File: config.mk
export PLATFORM = sky130hd
export DESIGN_NAME = mapu_out_serializer_flat
export DESIGN_NICKNAME = d
export VERILOG_FILES = /design/src/rtl/mapu_pkg.sv /design/src/rtl/mapu_out_serializer_if.sv /design/src/rtl/mapu_mat_fifo.sv /design/src/rtl/mapu_out_serializer.sv /design/src/flat_wrapper.sv
export SDC_FILE = /design/constraint.sdc
export NUM_CORES = 1
export LEC_CHECK = 0
export BUFFER_PORTS_ARGS = -buffer_cell sky130_fd_sc_hd__buf_2
export CORE_AREA = 10 10 318 320
export DETAILED_ROUTE_END_ITERATION = 8
export DIE_AREA = 0 0 328 330
export GPL_ROUTABILITY_DRIVEN = 0
export GPL_TIMING_DRIVEN = 0
export PLACE_DENSITY = 0.49
export SYNTH_ARGS = -nofsm -noshare
export SYNTH_HDL_FRONTEND = slang
export SYNTH_SLANG_ARGS = --single-unit
File: constraint.sdc
create_clock -name clk -period 13.8 [get_ports clk]
set_clock_uncertainty 0.2 [all_clocks]
set_input_delay 1.38 -clock clk [delete_from_list [all_inputs] [get_ports clk]]
set_output_delay 1.38 -clock clk [all_outputs]
set_load 0.05 [all_outputs]
File: src/rtl/mapu_pkg.sv
// Shared matrix geometry and element-index helpers for the MAPU output serializer.
package mapu_pkg;

    localparam int MAPU_ROWS  = 3;
    localparam int MAPU_COLS  = 3;
    localparam int MAPU_ELEMS = MAPU_ROWS * MAPU_COLS;

    typedef logic [3:0] mapu_el_idx_t;

    localparam mapu_el_idx_t MAPU_LAST_IDX = mapu_el_idx_t'(MAPU_ELEMS - 1);

    // Row-major walk through one matrix, wrapping after the last element.
    function automatic mapu_el_idx_t mapu_next_idx(input mapu_el_idx_t idx);
        return (idx == MAPU_LAST_IDX) ? '0 : idx + 4'd1;
    endfunction

endpackage

File: src/rtl/mapu_out_serializer_if.sv
// Matrix intake and element stream bundle between the MAPU, the serializer and its consumer.
interface mapu_out_serializer_if #(
    parameter int DATA_WIDTH = 32
);
    import mapu_pkg::*;

    // Both channels are valid/ready: a transfer happens on a rising edge where valid and
    // ready are both high; a raised valid and its payload stay put until that transfer.
    logic                      i_mat_vld;
    logic [3*DATA_WIDTH-1:0]   i_mat_r0;
    logic [3*DATA_WIDTH-1:0]   i_mat_r1;
    logic [3*DATA_WIDTH-1:0]   i_mat_r2;
    logic                      o_mat_rdy;

    logic                      o_el_vld;
    logic [DATA_WIDTH-1:0]     o_el_data;
    mapu_el_idx_t              o_el_idx;
    logic                      o_el_last;
    logic                      i_el_rdy;

    modport master (
        output i_mat_vld, i_mat_r0, i_mat_r1, i_mat_r2, i_el_rdy,
        input  o_mat_rdy, o_el_vld, o_el_data, o_el_idx, o_el_last
    );

    modport slave (
        input  i_mat_vld, i_mat_r0, i_mat_r1, i_mat_r2, i_el_rdy,
        output o_mat_rdy, o_el_vld, o_el_data, o_el_idx, o_el_last
    );

endinterface

File: src/rtl/mapu_mat_fifo.sv
// Whole-matrix FIFO: DEPTH entries of nine packed elements, with its own occupancy register.
module mapu_mat_fifo
    import mapu_pkg::*;
#(
    parameter int DATA_WIDTH = 32,
    parameter int DEPTH      = 2,
    localparam int PTR_W     = $clog2(DEPTH),
    localparam int OCC_W     = PTR_W + 1,
    localparam int ENTRY_W   = MAPU_ELEMS * DATA_WIDTH
) (
    input  logic               clk,
    input  logic               reset_n,
    input  logic               push,
    input  logic [ENTRY_W-1:0] wdata,
    input  logic               pop,
    output logic [ENTRY_W-1:0] head,
    output logic [OCC_W-1:0]   occ,
    output logic               full,
    output logic               empty
);

    logic [ENTRY_W-1:0] mem [DEPTH];
    logic [PTR_W-1:0]   wr_ptr;
    logic [PTR_W-1:0]   rd_ptr;
    logic [OCC_W-1:0]   occ_q;
    logic               push_ok;
    logic               pop_ok;

    assign full    = (occ_q == OCC_W'(DEPTH));
    assign empty   = (occ_q == '0);
    assign push_ok = push && !full;
    assign pop_ok  = pop && !empty;

    // Pointers wrap naturally; occupancy is tracked separately so full/empty never alias.
    always_ff @(posedge clk or negedge reset_n) begin
        if (!reset_n) begin
            wr_ptr <= '0;
            rd_ptr <= '0;
            occ_q  <= '0;
        end else begin
            if (push_ok) wr_ptr <= wr_ptr + PTR_W'(1);
            if (pop_ok)  rd_ptr <= rd_ptr + PTR_W'(1);
            case ({push_ok, pop_ok})
                2'b10:   occ_q <= occ_q + OCC_W'(1);
                2'b01:   occ_q <= occ_q - OCC_W'(1);
                default: occ_q <= occ_q;
            endcase
        end
    end

    // Storage is not reset: stale contents are never visible because occ gates the output.
    always_ff @(posedge clk) begin
        if (push_ok) mem[wr_ptr] <= wdata;
    end

    assign head = mem[rd_ptr];
    assign occ  = occ_q;

endmodule

File: src/rtl/mapu_out_serializer.sv
// Buffers whole 3x3 MAPU result matrices and streams them out one element per handshake.
// Define MAPU_OUT_SERIALIZER_PERF_EN to add the o_mat_cnt completed-matrix counter.
module mapu_out_serializer
    import mapu_pkg::*;
#(
    parameter int DATA_WIDTH = 32,
    parameter int DEPTH      = 2
) (
    input  logic                     clk,
    input  logic                     reset_n,
    input  logic                     i_en,
    mapu_out_serializer_if.slave     bus,
    output logic [$clog2(DEPTH):0]   o_occ
`ifdef MAPU_OUT_SERIALIZER_PERF_EN
    ,
    output logic [31:0]              o_mat_cnt
`endif
);

    localparam int ENTRY_W = MAPU_ELEMS * DATA_WIDTH;

    logic                  push;
    logic                  pop;
    logic                  full;
    logic                  empty;
    logic [ENTRY_W-1:0]    wdata;
    logic [ENTRY_W-1:0]    head;
    mapu_el_idx_t          idx;
    logic                  el_hs;
    logic                  el_last_hs;
    logic [DATA_WIDTH-1:0] el_mux;

    // Row 0 lands in the low bits, so element k (= row*3+col) sits at slice k.
    assign wdata = {bus.i_mat_r2, bus.i_mat_r1, bus.i_mat_r0};

    // Ready depends only on registered occupancy and enable; reset_n keeps it low in reset.
    assign bus.o_mat_rdy = reset_n && i_en && !full;
    assign push          = bus.i_mat_vld && bus.o_mat_rdy;

    assign bus.o_el_vld  = !empty;
    assign el_hs         = bus.o_el_vld && bus.i_el_rdy;
    assign el_last_hs    = el_hs && (idx == MAPU_LAST_IDX);
    assign pop           = el_last_hs;

    mapu_mat_fifo #(
        .DATA_WIDTH (DATA_WIDTH),
        .DEPTH      (DEPTH)
    ) u_fifo (
        .clk     (clk),
        .reset_n (reset_n),
        .push    (push),
        .wdata   (wdata),
        .pop     (pop),
        .head    (head),
        .occ     (o_occ),
        .full    (full),
        .empty   (empty)
    );

    // The index only moves on a handshake, so a stalled element holds data/idx/last.
    always_ff @(posedge clk or negedge reset_n) begin
        if (!reset_n) begin
            idx <= '0;
        end else if (el_hs) begin
            idx <= mapu_next_idx(idx);
        end
    end

    always_comb begin
        el_mux = '0;
        for (int k = 0; k < MAPU_ELEMS; k++) begin
            if (idx == mapu_el_idx_t'(k)) el_mux = head[k*DATA_WIDTH +: DATA_WIDTH];
        end
    end

    assign bus.o_el_data = bus.o_el_vld ? el_mux : '0;
    assign bus.o_el_idx  = idx;
    assign bus.o_el_last = bus.o_el_vld && (idx == MAPU_LAST_IDX);

`ifdef MAPU_OUT_SERIALIZER_PERF_EN
    // Counts finished matrices independent of i_en; wraps naturally at 32 bits.
    always_ff @(posedge clk or negedge reset_n) begin
        if (!reset_n) begin
            o_mat_cnt <= '0;
        end else if (el_last_hs) begin
            o_mat_cnt <= o_mat_cnt + 32'd1;
        end
    end
`endif

endmodule
File: src/flat_wrapper.sv
// flat-port wrapper written by rule: the top's interface ports become plain ports
module mapu_out_serializer_flat import mapu_pkg::*;
#(
    parameter int DATA_WIDTH = 32,
    parameter int DEPTH      = 2
)
  (clk, reset_n, i_en, o_occ, bus_i_mat_vld, bus_i_mat_r0, bus_i_mat_r1, bus_i_mat_r2, bus_i_el_rdy, bus_o_mat_rdy, bus_o_el_vld, bus_o_el_data, bus_o_el_idx, bus_o_el_last);
  mapu_out_serializer_if #(.DATA_WIDTH(DATA_WIDTH)) bus_i ();
  input  logic clk;
  input  logic reset_n;
  input  logic i_en;
  output logic [$clog2(DEPTH):0] o_occ;
  input wire logic [$bits(bus_i.i_mat_vld)-1:0] bus_i_mat_vld;
  input wire logic [$bits(bus_i.i_mat_r0)-1:0] bus_i_mat_r0;
  input wire logic [$bits(bus_i.i_mat_r1)-1:0] bus_i_mat_r1;
  input wire logic [$bits(bus_i.i_mat_r2)-1:0] bus_i_mat_r2;
  input wire logic [$bits(bus_i.i_el_rdy)-1:0] bus_i_el_rdy;
  output wire logic [$bits(bus_i.o_mat_rdy)-1:0] bus_o_mat_rdy;
  output wire logic [$bits(bus_i.o_el_vld)-1:0] bus_o_el_vld;
  output wire logic [$bits(bus_i.o_el_data)-1:0] bus_o_el_data;
  output wire logic [$bits(bus_i.o_el_idx)-1:0] bus_o_el_idx;
  output wire logic [$bits(bus_i.o_el_last)-1:0] bus_o_el_last;
  assign bus_i.i_mat_vld = bus_i_mat_vld;
  assign bus_i.i_mat_r0 = bus_i_mat_r0;
  assign bus_i.i_mat_r1 = bus_i_mat_r1;
  assign bus_i.i_mat_r2 = bus_i_mat_r2;
  assign bus_i.i_el_rdy = bus_i_el_rdy;
  assign bus_o_mat_rdy = bus_i.o_mat_rdy;
  assign bus_o_el_vld = bus_i.o_el_vld;
  assign bus_o_el_data = bus_i.o_el_data;
  assign bus_o_el_idx = bus_i.o_el_idx;
  assign bus_o_el_last = bus_i.o_el_last;
  mapu_out_serializer #(.DATA_WIDTH(DATA_WIDTH), .DEPTH(DEPTH)) u_core (.clk(clk), .reset_n(reset_n), .i_en(i_en), .bus(bus_i), .o_occ(o_occ));
endmodule
Word level (Yosys, flattened, before mapping)
Memories as Yosys holds them, arrays and structs flattened.
Index checks and enable logic that the tools add are counted.

operators by class
  add/subtract/negate cells = 5
  reduce and logical (&&, ||, !) cells = 13
  equal/unequal tests = 11
  multiplexer cells = 14

operators with widths
  kind                   count
  $mux W32               10
  $eq A4 B3 Y1 const B   4
  $eq A4 B2 Y1 const B   2
  $logic_and A1 B1 Y1    8
  $add A4 B1 Y4 const B  1
  $eq A2 B2 Y1 const B   2
  $eq A4 B1 Y1 const B   1
  $eq A4 B4 Y1 const B   1
  $logic_not A4 Y1       1
  $mux W4                1
  $pmux W2 S2            1
  $add A1 B1 Y1 const B  2
  $add A2 B1 Y2 const B  1
  $eq A2 B1 Y1 const B   1
  $logic_not A1 Y1       2
  $logic_not A2 Y1       1
  $mux W1                2
  $reduce_bool A2 Y1     1
  $sub A2 B1 Y2 const B  1

word-level totals
  register bits after elaboration = 8
  output and inout port bits = 41
  logic and storage cells = 48
  memories = 1
  bits in writable memories = 576
  bits of input ports = 293

memories
  memory             depth  bits a word  rd ports  clocked after memory_dff  write ports  RTL line             text
  u_core.u_fifo.mem  2      288          1         0                         1            mapu_mat_fifo.sv:22  logic [ENTRY_W-1:0] mem [DEPTH];

Longest topological paths before layout
  depth after elaboration = 11
  depth in mapped cells = 8
  gate-level depth less buffers = 8

Cells and area by module
From an unflattened synthesis, not the netlist that was laid out.

second synthesis, totals
  cell total of the unflattened synthesis = 1298
  area total of the unflattened synthesis = 24521.0 um^2

modules (own cells, without submodules)
  module               instances  area each (um^2)  cells each  sequential area each (um^2)
  mapu_mat_fifo        1          21800.9           914         17396.7
  mapu_out_serializer  1          2720.1            384         100.1

Least setup slack after synthesis
OpenSTA, ideal clock, no wires.

  path kind = input -> register
  start point = in reset_n
  end point = mem u_core.u_fifo.mem[0][0] (netlist name), enable pin
  arrival = 14.497 ns
  required time = 12.656 ns
  buffers on the path = 0
  library setup time = 0.944 ns
  stages = 4
  path slack = -1.841 ns
  cell sequence = nand2_1 -> a21oi_1 -> nand2_1 -> nor2_1

on the way
  longest elaborated chain between the ends = 6

ends and longest elaborated chain
  element                            RTL line                   text
  start, declared                    flat_wrapper.sv:10         input logic reset_n;
  $logic_and A1 B1 Y1 (2 in series)  mapu_out_serializer.sv:37  assign bus.o_mat_rdy = reset_n && i_en && !full;
  net bus_o_mat_rdy                  flat_wrapper.sv:18         output wire logic [$bits(bus_i.o_mat_rdy)-1:0] bus_o_mat_rdy;
  $logic_and A1 B1 Y1                mapu_out_serializer.sv:38  assign push = bus.i_mat_vld && bus.o_mat_rdy;
  $logic_and A1 B1 Y1                mapu_mat_fifo.sv:31        assign push_ok = push && !full;
  $mux W1                            mapu_mat_fifo.sv:53        if (push_ok) mem[wr_ptr] <= wdata;
  $mux W1 (implied by the code)      mapu_mat_fifo.sv:53
  end, declared                      mapu_mat_fifo.sv:22

The timed path passes the listed nets, and every way through them passes these cells.

Worst setup path after layout
  start point = reg u_core.idx[0] (netlist: u_core.bus.o_el_idx[0])
  end point = out bus_o_el_data[13]

on the way
  longest elaborated chain between the ends = 11
  elaborated cells on any way between the ends = 19
  classes of those cells = eq/ne: 8; mux: 10; reduce/logical: 1

ends and longest elaborated chain
  element                 RTL line                   text
  start, declared         mapu_out_serializer.sv:28  mapu_el_idx_t idx;
  start signal, assigned  mapu_out_serializer.sv:65  idx <= mapu_next_idx(idx);
  $logic_not A4 Y1        mapu_out_serializer.sv:72  if (idx == mapu_el_idx_t'(k)) el_mux = head[k*DATA_WIDTH +: DATA_WIDTH];
  $mux W32 (8 in series)  mapu_out_serializer.sv:72
  $mux W32 *              mapu_out_serializer.sv:72
  $mux W32 *              mapu_out_serializer.sv:76  assign bus.o_el_data = bus.o_el_vld ? el_mux : '0;
  end, declared           flat_wrapper.sv:20         output wire logic [$bits(bus_i.o_el_data)-1:0] bus_o_el_data;

Every way passes the cells marked *; elsewhere a longest branch is shown, timed or not.

==> results.ini <==
[yosys]
synth.net_count=1662
seq_area_frac_synth_pct=74.7
synthFlopType=edfxtp_1
yosysMostFrequentCell=edfxtp_1
syn_avg_cell_area_um2=17.2
yosysTopAreaCell=edfxtp_1
synth_edf_count=576
postSynthCellCount=1364
synth_area_um2=23400
synth_commonest_cells=edfxtp_1, mux2i_1, nand3_1, o22ai_1, buf_2
yosysWarnings=0
synth_top_area_share_pct=73.9
async_flop_share_pct=1.37
synth.distinct_cells=43
yosys-top-cells-area=edfxtp_1, mux2i_1, o22ai_1
yosys_register_bits=584

[hold_path]
hp-class=flip-flop to flip-flop

[grt]
grt_max_degree=58
grt_pass1_wl_um=108000
antenna_found_initial=36
gr-total-overflow=0
first_global_vias=14900
grtUsageTotal_pct=14.2

[cts]
cts-root-buf=clkbuf_16
cts_resized=0
cts_tree=yes
clock_latency_ps=610
cts_buffers=72
h-tree-depth=3
clk_pin_slew_ps=60
cts_hold_buffers=0
clock_path_buffers=3
post_cts_buffers=0
clock_sink_count=584

[routing]
drtIter0Drc=1202
drt_wl_total_um=79200
post_drt_wl_per_cell_um=25.4
vias_per_cell=4.56
firstDrtPassIters=5
vias=14200
drcViolationCount=0
ant_nets=0

[worst_setup_path]
worstPathMaxFanout=10
slowest_stage=a211oi_1
startpoint_type=flip-flop
path_buf_inv=4
worstSetupEndpointType=output pin
crit_path_frequent_cell=buf_2
worstPathRequired_ps=12220
critPathTopFamily=buffers and inverters
crit_path_cell_trace=inv_1, ha_1, or4b_1, clkbuf_1, buf_2, o22ai_1, a211oi_1, o211ai_2, buf_2
cpPeakStageDelay_ps=720
arrival_ps=3710
critPathKind=flip-flop to output pin

[die]
ios=334
die_w_um=328
die_h_um=330
core-area_um2=94600
start_util_pct=24.8
rows=113
dieArea_um2=108000

[sta]
layout_setup_ws_ps=8510
tightestPinTransition_ps=956
hold_viol=0
timing.setup.tns_ps=0
fmax_ghz=0.189
min_period_over_period_pct=38.3
rsz0062_at_grt=no
min_period_ps=5290
setup_viol=0
slew_headroom_pct=36.3
slew_violations=0

[power_and_ir_drop]
leakagePower_nw=10.2
ir_drop_mv=0.167
p_per_area_nw_per_um2=215

[finish]
drive_above_1_share_pct=29.5
nNetsFinal=2085
final_area_um2=29400
area_delta_synth_final_pct=25.4

[placement]
hpwl_um=56800
port_buffers=333
placed_cell_area_um2=27000
dp_slack_ps=9030

[job]
cap_viol_max_count=0

[status]
status=completed

[per-stage QoR]
step / cells / hold slack, ps / power [mW] / util (%)
floorplan: 1364 / 279 / 3.68 / -
global placement: 2962 / 294 / 4.57 / 28.2
detailed placement: 2978 / 326 / 4.54 / 28.6
CTS: 3106 / 340 / 6.42 / 31.0
global route: 3109 / 363 / 6.59 / 31.0
finish: 3112 / 337 / 6.31 / 31.0
[placed cells by master, fill, tap and decap left out, drive strengths merged, types with 2 or more instances in the layout]
cell      synthesis  final
edfxtp          576    576
buf              56    405
mux2i           286    286
clkbuf           33    126
o22ai            95     95
nand3            95     95
nand2            37     37
o21ai            34     34
a211oi           32     32
a22oi            31     31
o211ai           31     31
clkinv            1     24
dfrtp             8      8
diode             0      6
bufinv            0      6
nor2              6      6
ha                5      5
inv               3      5
clkinvlp          0      4
and3b             3      3
mux2              3      3
nand3b            3      3
xnor2             3      3
a21oi             3      3
or3b              2      2
or4b              2      2
a41oi             2      2
xor2              2      2
[flip-flops by register name, summed over array words and instances, names as in the netlist]
register / count
u_core.u_fifo.mem: 576
u_core.bus.o_el_idx: 4
u_core.u_fifo.occ: 2
u_core.u_fifo.rd_ptr: 1
u_core.u_fifo.wr_ptr: 1
[final cells by class]
cell class / count / area (µm²)
sequential: 584 / 17500
antenna: 6 / 15.0
clock buffer: 93 / 1930
clock inverter: 35 / 382
multi-input combinational: 687 / 5480
inverter: 4 / 15.0
fill: 9395 / 65200
timing repair buffer: 349 / 2030
buffer: 89 / 429
tap: 1265 / 1580
[routing by layer]
| layer | vias up | wire (µm) | track usage [%] |
|---|---|---|---|
| met1 | 7092 | 33600 | 18.1 |
| met2 | 539 | 37500 | 23.0 |
| met5 | - | 179 | 0 |
| li1 | 6381 | - | - |
| met3 | 136 | 6100 | 3.99 |
| met4 | 28 | 1760 | 4.65 |
[cells by family (layout without fill, tap and decap cells)]
kind of cell	Yosys count	count (layout)	synth area share, %
adder cells (fa/ha/maj)	5	5	0.267
AO/OA/AOI/OAI	233	233	7.25
XOR/XNOR	5	5	0.187
buffers and inverters	93	570	1.90
flip-flops	584	584	74.7
multiplexers	289	289	12.4
AND/OR/NAND/NOR	155	155	3.29
other	0	6	0
[power breakdown]
part	total [mW]	internal (mW)	switching [mW]	leakage [nW]
clock network	1.85	1.11	0.744	1.12
logic	2.33	0.667	1.66	3.73
registers	2.13	2.09	0.0388	5.32
total	6.31	3.86	2.45	10.2
[final timing paths]
check,to,start,slack (ps),cells past startpoint
setup / recovery,bus_o_el_data[13],u_core.bus.o_el_idx[0],8510,9
hold / removal,u_core.u_fifo.occ[1],u_core.u_fifo.occ[1],340,1
setup reg to reg,u_core.u_fifo.mem[1][8],u_core.u_fifo.occ[0],10760,6
hold reg to reg,u_core.u_fifo.occ[1],u_core.u_fifo.occ[1],340,1
max in group asynchronous,u_core.bus.o_el_idx[2],reset_n,12720,1
min in group asynchronous,u_core.bus.o_el_idx[1],reset_n,450,1
No activity file was read; power rests on OpenSTA's default activity.
